File: src/rtl/sum_sequencer.sv
// sum_sequencer
//
// Purpose:
//   Sequencing controller for an N-bit adder datapath driven by a single
//   pushbutton. Each accepted press steps the user through: capture operand A
//   from the switches, capture operand B, compute (one cycle), show the result.
//   With chain set, the press that leaves SHOW feeds the N-bit sum back as the
//   next operand A so running totals can be accumulated.
//
// Ports:
//   clk           in   1     system clock
//   rst           in   1     asynchronous active-high reset
//   data_in       in   N     operand value from the switches (sampled on press)
//   step_n        in   1     raw pushbutton, active-low, asynchronous, bouncy
//   chain         in   1     SHOW exit select: 0 -> LOAD_A, 1 -> LOAD_B with A=sum
//   add_a         out  N     external adder operand A (mirrors op_a)
//   add_b         out  N     external adder operand B (mirrors op_b)
//   add_s         in   N     external adder sum (combinational from add_a/add_b)
//   add_cout      in   1     external adder carry-out
//   op_a          out  N     registered operand A
//   op_b          out  N     registered operand B
//   result        out  N+1   registered {carry, sum}
//   result_valid  out  1     high only in SHOW
//   state         out  2     LOAD_A=0, LOAD_B=1, CALC=2, SHOW=3
//
// Parameters:
//   N                operand / adder width
//   DEBOUNCE_CYCLES  consecutive stable cycles to accept a key level change (>= 2)

module sum_sequencer #(
  parameter int unsigned N               = 4,
  parameter int unsigned DEBOUNCE_CYCLES = 500000
) (
  input  logic         clk,
  input  logic         rst,
  input  logic [N-1:0] data_in,
  input  logic         step_n,
  input  logic         chain,
  output logic [N-1:0] add_a,
  output logic [N-1:0] add_b,
  input  logic [N-1:0] add_s,
  input  logic         add_cout,
  output logic [N-1:0] op_a,
  output logic [N-1:0] op_b,
  output logic [N:0]   result,
  output logic         result_valid,
  output logic [1:0]   state
);

  // FSM encoding is externally visible on the state port, so it is fixed.
  localparam logic [1:0] StLoadA = 2'd0;
  localparam logic [1:0] StLoadB = 2'd1;
  localparam logic [1:0] StCalc  = 2'd2;
  localparam logic [1:0] StShow  = 2'd3;

  // Counter only needs to reach DEBOUNCE_CYCLES-1.
  localparam int unsigned CntW = (DEBOUNCE_CYCLES > 2) ? $clog2(DEBOUNCE_CYCLES) : 1;
  localparam logic [CntW-1:0] CntLast = CntW'(DEBOUNCE_CYCLES - 1);

  // ---------------------------------------------------------------------------
  // Input conditioning: synchronizer, debouncer, press edge detect
  // ---------------------------------------------------------------------------

  logic            r_sync_1;
  logic            r_sync_2;
  logic            r_key_db;
  logic            r_key_db_prev;
  logic [CntW-1:0] r_db_cnt;
  logic            w_press;

  // Both stages reset to 1 so a reset never looks like a key going down.
  always_ff @(posedge clk or posedge rst) begin
    if (rst) begin
      r_sync_1 <= 1'b1;
      r_sync_2 <= 1'b1;
    end else begin
      r_sync_1 <= step_n;
      r_sync_2 <= r_sync_1;
    end
  end

  // Any cycle where the sample agrees with the debounced level restarts the
  // count, so bounces shorter than DEBOUNCE_CYCLES are never accepted.
  always_ff @(posedge clk or posedge rst) begin
    if (rst) begin
      r_db_cnt <= '0;
      r_key_db <= 1'b1;
    end else if (r_sync_2 != r_key_db) begin
      if (r_db_cnt == CntLast) begin
        r_db_cnt <= '0;
        r_key_db <= r_sync_2;
      end else begin
        r_db_cnt <= r_db_cnt + CntW'(1);
      end
    end else begin
      r_db_cnt <= '0;
    end
  end

  always_ff @(posedge clk or posedge rst) begin
    if (rst) begin
      r_key_db_prev <= 1'b1;
    end else begin
      r_key_db_prev <= r_key_db;
    end
  end

  // One-cycle pulse on the debounced 1->0 edge only; release is not an event.
  assign w_press = r_key_db_prev & ~r_key_db;

  // ---------------------------------------------------------------------------
  // Sequencer FSM and datapath registers
  // ---------------------------------------------------------------------------

  logic [1:0]   r_state;
  logic [N-1:0] r_op_a;
  logic [N-1:0] r_op_b;
  logic [N:0]   r_result;

  logic [1:0]   w_state_next;
  logic [N-1:0] w_op_a_next;
  logic [N-1:0] w_op_b_next;
  logic [N:0]   w_result_next;

  always_comb begin
    w_state_next  = r_state;
    w_op_a_next   = r_op_a;
    w_op_b_next   = r_op_b;
    w_result_next = r_result;

    unique case (r_state)
      StLoadA: begin
        if (w_press) begin
          w_op_a_next  = data_in;
          w_op_b_next  = '0;
          w_state_next = StLoadB;
        end
      end

      StLoadB: begin
        if (w_press) begin
          w_op_b_next  = data_in;
          w_state_next = StCalc;
        end
      end

      // Operands have been stable since the LOAD_B press edge, so the
      // external adder output is settled here. A press in this cycle is lost.
      StCalc: begin
        w_result_next = {add_cout, add_s};
        w_state_next  = StShow;
      end

      StShow: begin
        if (w_press) begin
          w_op_b_next   = '0;
          w_result_next = '0;
          if (chain) begin
            // Running total: carry is dropped, it was only visible in SHOW.
            w_op_a_next  = r_result[N-1:0];
            w_state_next = StLoadB;
          end else begin
            w_op_a_next  = '0;
            w_state_next = StLoadA;
          end
        end
      end

      default: begin
        w_state_next = StLoadA;
      end
    endcase
  end

  always_ff @(posedge clk or posedge rst) begin
    if (rst) begin
      r_state  <= StLoadA;
      r_op_a   <= '0;
      r_op_b   <= '0;
      r_result <= '0;
    end else begin
      r_state  <= w_state_next;
      r_op_a   <= w_op_a_next;
      r_op_b   <= w_op_b_next;
      r_result <= w_result_next;
    end
  end

  // ---------------------------------------------------------------------------
  // Outputs
  // ---------------------------------------------------------------------------

  assign add_a        = r_op_a;
  assign add_b        = r_op_b;
  assign op_a         = r_op_a;
  assign op_b         = r_op_b;
  assign result       = r_result;
  assign result_valid = (r_state == StShow);
  assign state        = r_state;

  // CALC never lingers: it always hands over to SHOW on the next edge.
  a_calc_one_cycle : assert property (
    @(posedge clk) disable iff (rst) (r_state == StCalc) |=> (r_state == StShow)
  );

endmodule

File: config.mk
export PLATFORM = sky130hd
export DESIGN_NAME = sum_sequencer
export DESIGN_NICKNAME = d
export VERILOG_FILES = /design/src/rtl/sum_sequencer.sv
export SDC_FILE = /design/constraint.sdc
export NUM_CORES = 1
export LEC_CHECK = 0
export ABC_AREA = 1
export BUFFER_PORTS_ARGS = -buffer_cell sky130_fd_sc_hd__buf_2
export CAP_MARGIN = 20
export CORE_MARGIN = 2
export CORE_UTILIZATION = 40
export CTS_CLUSTER_DIAMETER = 150
export DETAILED_ROUTE_END_ITERATION = 6
export SYNTH_ARGS = -nofsm -noshare
export SYNTH_HDL_FRONTEND = slang
export SYNTH_SLANG_ARGS = --single-unit
export TNS_END_PERCENT = 50
File: constraint.sdc
create_clock -name clk -period 3 [get_ports clk]
set_input_delay 0.15 -clock clk [delete_from_list [all_inputs] [get_ports clk]]
set_output_delay 0.15 -clock clk [all_outputs]
set_load 0.02 [all_outputs]
==> reports/results.txt, run 1 <==
gr usage total -> 16.4%
Finished Cell Area -> 0.00239 sq mm
Post-CTS Resized -> 0
family with the most delay on the worst path -> compound AO/OA/AOI/OAI gates
Mean Syn Cell Area -> 7.73 sq um
Core ar. -> 0.00507 sq mm
nature of the critical path startpoint -> flip-flop
final core utilization -> 47.1%
cells after synthesis -> 269
Die ar. -> 0.00579 sq mm
number of flops mapped to enable cells by yosys -> 0
Hold Crit Class -> input port to flip-flop
max_slew headroom -> 67.4%
router iterations before antenna repair -> 4
Peak supply drop -> 0.175 mV
Post-synth top flop -> dfrtp_1
top cells by count, synth -> nor2_1, nand2_1, inv_1
worst setup path startpoint -> state[1]
clock root cell -> clkbuf_8
per-cell routed wire length -> 11.5 um
total clock sinks -> 38
grt peak-use layer -> met2
Worst Setup EP -> result[0]
die height -> 76.1 um
syn nets -> 287
min Tclk post-route -> 1.65 ns
Placed Area -> 0.00228 sq mm
RSZ-0062 raised after global routing -> no
post-CTS setup buffers -> 0
DRT antenna net count -> 0
worst flop-to-flop path startpoint -> state[1]
Starting Density -> 41.0%
Yosys top cell area share -> 40.9%
# fillers -> 535
Final Setup Violations -> 0
Max Cap Violations -> 0
Top Ports -> 37
number of nets in the layout -> 323
Pwr Total -> 0.925 mW
sequential share of the synthesized area -> 46.0%
WP depth -> 4
TritonCTS clock tree -> done
r2r setup slk -> 1.35 ns
vias in the first global route -> 1,661
final hold vios -> 0
max incr delay on CP -> 0.45 ns
Worst R2R Path Depth -> 4
outcome -> finished clean
worst path required time -> 3.16 ns
Setup TNS -> 0 ns
TritonCTS Buffers -> 5
DRT iter0 DRCs -> 85
most common cell in the netlist -> nor2_1
clk_lat worst skew -> 0.29 ns
global-route wire length before repair -> 7.59 mm
Synth area leader -> dfrtp_1
layout cells sized above 1 -> 19.9%
initial antenna violation count -> 0
IO Port Bufs -> 36
final WL -> 4.32 mm
PwrDens -> 386 mW/mm^2
WS Path Type -> flip-flop to flip-flop
WP data arrival -> 1.80 ns
CTS max path bufs -> 2
Slew @ Worst Pin -> 0.484 ns
GRT met3 Usage -> 4.03%
Synth area leaders -> dfrtp_1, nor2_1, nand2_1, inv_1, nand3_1
yosys warns -> 0
# diodes -> 0
critical path fanouts, max -> 11
most frequent CP cell -> o21ai_0
pin count of the biggest net entering global routing -> 39
synthesized area -> 0.00208 sq mm
synth-to-layout area growth -> 15.1%
CP Buf/Inv Count -> 1
slowest cell on the critical path -> o21ai_0
vias -> 1,687
Post-CTS Hold Buffers -> 2
H-tree levels -> 2
crit end category -> flip-flop
reg-to-reg endpoint -> result[0]
Final HPWL DP -> 3.24 mm
Placer Congestion -> 0.857
DR vias/cell -> 4.49
chip width -> 76.1 um
cell row count -> 26
Lkg Pwr -> 1.12 nW
area of the multi-input gates -> 892 sq um
number of synthesized register bits -> 38
FF/Latch Area -> 956 sq um
worst clock skew -> 0.00785 ns
CTS clk-pin slew, worst paths -> 0.07 ns
grt met1 use -> 20.9%
post-route clock period utilization -> 54.9%
Pins Over Slew Limit -> 0
DRC violations left -> 0
GRT Residual Overflow -> 0
number of library cell types mapped by synthesis -> 27
M2 GR Usage -> 27.4%
Post-synth ARST share -> 100%
worst-path cell chain -> ha_1 > inv_1 > o21ai_0 > o21ai_0
Max Clk Rate -> 608 MHz
==> stage by stage <==
step | setup WS, ns | std cells | hold WS (ns)
after global placement | 1.49 | 366 | 0.255
after floorplan | 1.46 | 269 | 0.154
after CTS | 1.39 | 376 | 0.0903
after global routing | 1.11 | 376 | 0.119
after detailed placement | 1.39 | 366 | 0.256
final | 1.35 | 376 | 0.0967
==> worst reg2reg max path, cell delays in order (launching register included) <==
cell,delay [ns]
dfrtp_1,0.44
ha_1,0.28
inv_1,0.18
o21ai_0,0.46
o21ai_0,0.16
==> layout make-up <==
| cell class | count | area share (%) |
|---|---|---|
| timing repair buffer | 39 | 8.68 |
| clock inverter | 1 | 0.209 |
| sequential | 38 | 40.0 |
| clock buffer | 7 | 3.61 |
| multi-input combinational | 179 | 37.3 |
| tap | 70 | 3.66 |
| inverter | 42 | 6.59 |
==> cells by family after synthesis <==
| logic type | count (synthesis) | synth area share [%] |
|---|---|---|
| simple gates | 133 | 27.8 |
| flops | 38 | 46.0 |
| xor+xnor | 9 | 4.15 |
| buf+inv | 52 | 11.1 |
| fa+ha+maj | 5 | 3.01 |
| compound gates | 32 | 7.95 |
==> report_power, final <==
part           leakage, nW  switching, mW  internal, mW
sequential           0.441        0.00387         0.518
clock               0.0482          0.179         0.185
combinational        0.629         0.0241        0.0140
==> layer usage <==
layer	wire, um	share of wire [%]
met4	59	1.4
met5	0	0
met3	114	2.6
met2	2070	48
met1	2070	48
==> cells in the final DEF, fill, tap and decap left out, drive strengths merged <==
cell type	instances
xor2	6
dlygate4sd3	2
a21oi	7
dfrtp	34
nor2	56
ha	5
buf	37
nand3b	1
nand4	2
nand2	47
and3	1
inv	42
o21ai	24
clkinv	1
nand3	24
clkbuf	7
dfstp	4
nor3	1
o22ai	1
nor3b	1
xnor2	3
==> state kept, by name (all words and copies together) (netlist names) <==
register,cells
r_db_cnt,19
add_b,4
r_sync_2,1
add_a,4
r_key_db_prev,1
state,2
result,5
r_sync_1,1
r_key_db,1
==> worst min-delay path by stage <==
stage                  start   endpoint  slack, ns  cells after the start
global placement      step_n   r_sync_1       0.25                      1
detailed placement    step_n   r_sync_1       0.26                      1
floorplan             step_n   r_sync_1       0.15                      0
CTS                 add_s[1]  result[1]       0.09                      3
finish              add_s[1]  result[1]        0.1                      3
global route        add_cout  result[4]       0.12                      3
Note: power is estimated with default switching activity, not from simulation.
==> inputs of run 2 (changes only) <==
ABC_AREA = 0   (was 1)
clock period = 1.7 ns   (was 3 ns; I/O delays follow)
==> run 2 against run 1 <==
Compared with the run above: fmax fell by 1.3%; non-clock buffer count rose by 18; sequential share of layout area fell by 1.3 points; clock power rose by 78%; global-route usage fell by 0.80 points; worst setup slack got worse by 1.3 ns; synthesized cell count fell by 26%; final area rose by 4.1%; register-to-register slack got worse by 1.3 ns; flip-flop and latch count did not move; utilization rose by 5.2 points; cell count fell by 16%; critical path type unchanged.
==> reports/results.txt, run 2 <==
crit end category -> flip-flop (unchanged)
clk_lat worst skew -> 0.29 ns (about the same)
WP depth -> 4 (unchanged)
Pins Over Slew Limit -> 0 (unchanged)
max incr delay on CP -> 0.49 ns (was 0.45 ns)
Yosys top cell area share -> 43.0% (was 40.9%)
Final HPWL DP -> 2.90 mm (was 3.24 mm)
initial antenna violation count -> 0 (unchanged)
nature of the critical path startpoint -> flip-flop (unchanged)
Die ar. -> 0.00552 sq mm (was 0.00579 sq mm)
Synth area leaders -> dfrtp_1, dfstp_2, xnor2_1, nor2_1, o21ai_0 (was dfrtp_1, nor2_1, nand2_1, inv_1, nand3_1)
total clock sinks -> 38 (unchanged)
clock root cell -> clkbuf_8 (unchanged)
worst path required time -> 1.92 ns (was 3.16 ns)
Starting Density -> 41.6% (was 41.0%)
Placer Congestion -> 0.761 (was 0.857)
number of nets in the layout -> 267 (was 323)
CP Buf/Inv Count -> 0 (was 1)
most common cell in the netlist -> dfrtp_1 (was nor2_1)
slowest cell on the critical path -> or4_4 (was o21ai_0)
synth-to-layout area growth -> 25.9% (was 15.1%)
Final WS setup -> 0.0331 ns (was 1.35 ns)
DRT antenna net count -> 0 (unchanged)
Mean Syn Cell Area -> 9.98 sq um (was 7.73 sq um)
number of flops mapped to enable cells by yosys -> 0 (unchanged)
synthesized area -> 0.00198 sq mm (was 0.00208 sq mm)
final WL -> 3.99 mm (was 4.32 mm)
final hold vios -> 0 (unchanged)
vias -> 1,521 (was 1,687)
Peak supply drop -> 0.382 mV (was 0.175 mV)
Hold Crit Class -> input port to flip-flop (unchanged)
top cells by count, synth -> dfrtp_1, nor2_1, o21ai_0 (was nor2_1, nand2_1, inv_1)
most frequent cells in the layout -> buf_2, dfrtp_1, nor2_1 (was nor2_1, nand2_1, inv_1)
Max Clk Rate -> 600 MHz (was 608 MHz)
Hold Startpoint -> add_cout (was add_s[1])
r2r setup slk -> 0.03 ns (was 1.35 ns)
Slew @ Worst Pin -> 0.475 ns (was 0.484 ns)
gr usage total -> 15.6% (was 16.4%)
die height -> 74.3 um (was 76.1 um)
DR vias/cell -> 4.80 (was 4.49)
WP data arrival -> 1.89 ns (was 1.80 ns)
# diodes -> 0 (unchanged)
reg-to-reg endpoint -> r_db_cnt[17] (was result[0])
yosys warns -> 0 (unchanged)
cell row count -> 25 (was 26)
Lkg Pwr -> 1.02 nW (was 1.12 nW)
GRT Residual Overflow -> 0 (unchanged)
worst flop-to-flop path startpoint -> r_db_cnt[2] (was state[1])
sequential share of the synthesized area -> 48.4% (was 46.0%)
TritonCTS clock tree -> done (unchanged)
Synth area leader -> dfrtp_1 (unchanged)
RSZ-0062 raised after global routing -> yes (was no)
family with the most delay on the worst path -> simple AND/OR/NAND/NOR gates (was compound AO/OA/AOI/OAI gates)
Adder-Cell Fraction of Synth Area -> 3.16% (was 3.01%)
outcome -> finished clean (unchanged)
WS Path Type -> flip-flop to flip-flop (unchanged)
Post-synth top flop -> dfrtp_1 (unchanged)
mux contribution to synthesized area -> 3.10% (was 0%)
area of the multi-input gates -> 963 sq um (was 892 sq um)
post-synthesis xor/xnor area fraction -> 6.20% (was 4.15%)
pin count of the biggest net entering global routing -> 39 (unchanged)
final core utilization -> 52.4% (was 47.1%)
Max Cap Violations -> 0 (unchanged)
Worst R2R Path Depth -> 4 (unchanged)
min Tclk post-route -> 1.67 ns (was 1.65 ns)
FF/Latch Area -> 963 sq um (was 956 sq um)
Setup TNS -> 0 ns (unchanged)
post-synthesis compound-gate area fraction -> 10.8% (was 7.95%)
DRT iter0 DRCs -> 61 (was 85)
vias in the first global route -> 1,316 (was 1,661)
Core ar. -> 0.00475 sq mm (was 0.00507 sq mm)
per-cell routed wire length -> 12.6 um (was 11.5 um)
H-tree levels -> 2 (unchanged)
number of synthesized register bits -> 38 (unchanged)
TritonCTS Buffers -> 5 (unchanged)
# fillers -> 476 (was 535)
worst-path cell chain -> nand3_2 > or3_4 > or4_4 > a21oi_2 (was ha_1 > inv_1 > o21ai_0 > o21ai_0)
layout cells sized above 1 -> 39.2% (was 19.9%)
max_slew headroom -> 68.4% (was 67.4%)
CTS clk-pin slew, worst paths -> 0.08 ns (was 0.07 ns)
Simple-Gate Fraction of Synth Area -> 22.1% (was 27.8%)
Final Setup Violations -> 0 (unchanged)
CTS max path bufs -> 2 (unchanged)
number of library cell types mapped by synthesis -> 37 (was 27)
critical path fanouts, max -> 6 (was 11)
syn nets -> 216 (was 287)
worst clock skew -> 0.0102 ns (was 0.00785 ns)
Post-Place Cells -> 306 (was 366)
max reg flops -> 19 (unchanged)
WHS Endpoint -> result[4] (was result[1])
chip width -> 74.3 um (was 76.1 um)
IO Port Bufs -> 36 (unchanged)
Post-synth ARST share -> 100% (unchanged)
global-route wire length before repair -> 6.51 mm (was 7.59 mm)
DRC violations left -> 0 (unchanged)
main combinational cell family by area after synthesis -> simple AND/OR/NAND/NOR gates (unchanged)
cells after synthesis -> 198 (was 269)
PwrDens -> 665 mW/mm^2 (was 386 mW/mm^2)
Top Ports -> 37 (unchanged)
router iterations before antenna repair -> 6 (was 4)
post-route clock period utilization -> 98.1% (was 54.9%)
most common cell after layout, fill and taps aside -> buf_2 (was nor2_1)
fin cells -> 317 (was 376)
post-placement setup slack -> -0.0185 ns (was 1.39 ns)
Reg with most FFs -> r_db_cnt (unchanged)
worst hold path cell count -> 3 (unchanged)
[run 2: cell count changes after synthesis, moves of 4 or more]
cell / delta
nand3_1: -10
nor2_1: -29
o21ai_0: -9
nor2_2: -5
nand2_1: -35
inv_1: -31
xnor2_1: +9
nor4_1: +6
a21oi_1: +7
clkbuf_1: +4
nor2b_1: +6
mux2i_1: +5
[run 2: layout make-up]
class	count	share of cell area, %
clock buffers	6	3.32
clock inverters	2	0.503
inverters	10	1.51
multi-input cells	137	38.7
flip-flops and latches	38	38.7
well taps	67	3.37
repair buffers	57	13.9
[run 2: power breakdown]
part	switching (mW)	total (mW)	internal [mW]
logic	0.0455	0.0850	0.0395
registers	0.00607	0.920	0.914
clock network	0.325	0.651	0.326
[run 2: worst max-delay path by stage]
stage               slack [ns]           end         start
floorplan                0.004      add_a[0]      state[1]
detailed placement       -0.02      r_key_db  r_db_cnt[11]
finish                    0.03  r_db_cnt[17]   r_db_cnt[2]
global route             -0.01  r_db_cnt[17]   r_db_cnt[2]
CTS                     0.0004      r_key_db  r_db_cnt[11]
global placement         -0.03      r_key_db  r_db_cnt[11]
[run 2: cells by family (layout without fill, tap and decap cells)]
family | count (synthesis) | after routing
compound gates | 34 | 34
xor+xnor | 14 | 14
fa+ha+maj | 5 | 5
buf+inv | 23 | 75
flops | 38 | 38
mux | 6 | 6
simple gates | 78 | 78
[run 2: repair_timing]
action | 4_1_cts | 5_1_grt
buffers inserted | 0 | 1
resized for setup | 1 | 19
hold buffers | 2 | 0
setup endpoints to repair | 1 | 20
pin swaps | 0 | 3
hold endpoints to repair | 35 | 0
[run 2: worst reg2reg max path, stage by stage, from the launching register on]
cell     delay, ns
dfrtp_1       0.44
nand3_2       0.11
or3_4         0.42
or4_4         0.49
a21oi_2       0.13
[run 2: through the flow]
stage | cell area [sq um] | power [mW] | hold WS [ns]
after floorplan | 1980 | 0.978 | 0.0895
after global placement | 2290 | 1.02 | 0.192
after detailed placement | 2290 | 1.02 | 0.191
after CTS | 2410 | 1.68 | 0.0540
after global routing | 2490 | 1.73 | 0.0616
final | 2490 | 1.66 | 0.0513
[run 2: layer usage]
| layer | global-route usage, % | share of wire [%] | routed length, um |
|---|---|---|---|
| met4 | 5.36 | 1.3 | 51 |
| met1 | 23.9 | 51 | 2050 |
| met5 | 0 | 0 | 0 |
| met2 | 20.8 | 44 | 1750 |
| met3 | 4.47 | 3.4 | 134 |
==> inputs of run 3 (changes only) <==
GPL_ROUTABILITY_DRIVEN = 0   (was unset)
SETUP_SLACK_MARGIN = 0.2   (was unset)
==> run 3 against run 2 <==
Compared with the run above: sequential power is 0.4% higher; first-iteration DRC count is 100% higher; die area stayed put; combinational power is 12% higher; non-clock buffer count is 10 higher; via count is 6.4% higher; largest power group unchanged; largest cell class is now multi-input gates; fmax is 6.1% higher; sequential share of layout area is 2.7 points lower; highest routed layer unchanged; routed wire length is 12% higher; cell count is 3.2% higher; final area is 7.7% higher.
==> reports/results.txt, run 3 (synthesis gave the netlist of run 2 again) <==
final hold vios -> 0 (unchanged)
Pint -> 1.28 mW (about the same)
Final HPWL DP -> 2.91 mm (was 2.90 mm)
CTS clk-pin slew, worst paths -> 0.07 ns (was 0.08 ns)
Final WS setup -> 0.129 ns (was 0.0331 ns)
part of the power in combinational logic -> 5.7% (was 5.1%)
CTS max path bufs -> 2 (unchanged)
Post-Place Cells -> 301 (was 306)
synth-to-layout area growth -> 35.7% (was 25.9%)
met2 wire length -> 2.02 mm (was 1.75 mm)
Peak supply drop -> 0.382 mV (about the same)
TritonCTS clock tree -> done (unchanged)
Sw Pwr -> 0.392 mW (was 0.376 mW)
router iterations before antenna repair -> 4 (was 6)
H-tree levels -> 2 (unchanged)
outcome -> finished clean (unchanged)
per-cell routed wire length -> 13.7 um (was 12.6 um)
DRT iter0 DRCs -> 124 (was 61)
Core ar. -> 0.00475 sq mm (unchanged)
Pins Over Slew Limit -> 0 (unchanged)
Max Cap Violations -> 0 (unchanged)
cell row count -> 25 (unchanged)
crit end category -> flip-flop (unchanged)
global-route wire length before repair -> 7.28 mm (was 6.51 mm)
clk_lat worst skew -> 0.30 ns (was 0.29 ns)
# diodes -> 0 (unchanged)
Top Ports -> 37 (unchanged)
Setup TNS -> 0 ns (unchanged)
die height -> 74.3 um (unchanged)
pin count of the biggest net entering global routing -> 39 (unchanged)
Clk pwr share -> 39.2% (was 39.3%)
GRT Residual Overflow -> 0 (unchanged)
PwrDens -> 624 mW/mm^2 (was 665 mW/mm^2)
FF/Latch Area -> 966 sq um (was 963 sq um)
max_slew headroom -> 67.2% (was 68.4%)
Starting Density -> 41.6% (unchanged)
chip width -> 74.3 um (unchanged)
min Tclk post-route -> 1.57 ns (was 1.67 ns)
sequential power share -> 55.2% (was 55.6%)
DR vias/cell -> 4.95 (was 4.80)
Hold Crit Class -> input port to flip-flop (unchanged)
initial antenna violation count -> 0 (unchanged)
gr usage total -> 17.7% (was 15.6%)
Final Setup Violations -> 0 (unchanged)
worst clock skew -> 0.00638 ns (was 0.0102 ns)
Lkg Pwr -> 1.07 nW (was 1.02 nW)
Die ar. -> 0.00552 sq mm (unchanged)
total clock sinks -> 38 (unchanged)
post-route clock period utilization -> 92.4% (was 98.1%)
DRT antenna net count -> 0 (unchanged)
WP data arrival -> 1.76 ns (was 1.89 ns)
Slew @ Worst Pin -> 0.491 ns (was 0.475 ns)
worst path required time -> 1.89 ns (was 1.92 ns)
# fillers -> 436 (was 476)
RSZ-0062 raised after global routing -> yes (unchanged)
area of the multi-input gates -> 0.00108 sq mm (was 963 sq um)
Reg with most FFs -> r_db_cnt (unchanged)
number of nets in the layout -> 277 (was 267)
vias -> 1,619 (was 1,521)
IO Port Bufs -> 36 (unchanged)
DRC violations left -> 0 (unchanged)
critical path fanouts, max -> 7 (was 6)
most common cell after layout, fill and taps aside -> buf_2 (unchanged)
Max Clk Rate -> 637 MHz (was 600 MHz)
layout cells sized above 1 -> 47.3% (was 39.2%)
fin cells -> 327 (was 317)
WS Path Type -> flip-flop to flip-flop (unchanged)
nature of the critical path startpoint -> flip-flop (unchanged)
wire length on met1 -> 2.16 mm (was 2.05 mm)
post-placement setup slack -> -0.0111 ns (was -0.0185 ns)
DR WL met3 -> 178 um (was 134 um)
TritonCTS Buffers -> 5 (unchanged)
most frequent cells in the layout -> buf_2, buf_4, dfrtp_1 (was buf_2, dfrtp_1, nor2_1)
final WL -> 4.47 mm (was 3.99 mm)
switching share of power -> 23.4% (was 22.7%)
clock root cell -> clkbuf_8 (unchanged)
vias in the first global route -> 1,512 (was 1,316)
max reg flops -> 19 (unchanged)
Top Layer Used -> met4 (unchanged)
## run 3: metrics by stage
stage	hold WS (ns)	instance area (sq um)	utilization (%)	total power [mW]
detailed placement	0.196	2310	48.6	1.02
finish	0.0507	2680	56.4	1.68
floorplan	0.0895	2040	-	0.983
global route	0.0449	2680	56.4	1.75
CTS	0.0455	2600	54.7	1.68
global placement	0.193	2310	48.6	1.02
## run 3: path summary, 6_finish.rpt
| check | startpoint | end | slack [ns] | depth (start not counted) |
|---|---|---|---|---|
| setup / recovery | r_db_cnt[1] | r_db_cnt[14] | 0.13 | 6 |
| hold / removal | add_cout | result[4] | 0.05 | 3 |
| setup reg to reg | r_db_cnt[1] | r_db_cnt[14] | 0.13 | 6 |
| hold reg to reg | r_sync_1 | r_sync_2 | 0.36 | 0 |
| max in group asynchronous | rst | state[1] | 0.88 | 4 |
| min in group asynchronous | rst | result[0] | 0.44 | 4 |
## run 3: final cells by class
| class | count | share of cell area, % |
|---|---|---|
| multi-input cells | 137 | 40.2 |
| inverters | 10 | 1.40 |
| well taps | 67 | 3.13 |
| repair buffers | 67 | 15.9 |
| clock inverters | 1 | 0.187 |
| clock buffers | 7 | 3.22 |
| flip-flops and latches | 38 | 36.0 |
## run 3: worst max-delay path, stage by stage, from the launching register on
cell	delay, ns
dfrtp_1	0.42
ha_4	0.18
nand4_4	0.15
buf_4	0.21
nor4_4	0.28
xnor2_1	0.15
nor2_1	0.06
## run 3: power by group through the flow
stage / clock network [mW] / registers, mW / logic [mW]
2_1_floorplan: 0 / 0.940 / 0.0434
3_3_place_gp: 0 / 0.941 / 0.0741
3_5_place_dp: 0 / 0.941 / 0.0748
4_1_cts: 0.670 / 0.924 / 0.0846
5_1_grt: 0.714 / 0.925 / 0.108
6_report: 0.656 / 0.924 / 0.0951
## run 3: per-layer routing
layer	vias up	GRT usage, %
li1	805	-
met1	774	25.6
met2	29	25.4
met3	11	4.47
met4	0	7.34
met5	-	0
## run 3: timing repair
item,4_1_cts,5_1_grt
endpoints found under the setup margin,24,25
buffers inserted,15,1
hold buffers,2,0
endpoints found under the hold margin,35,0
pin swaps,10,7
gates resized for setup,18,19
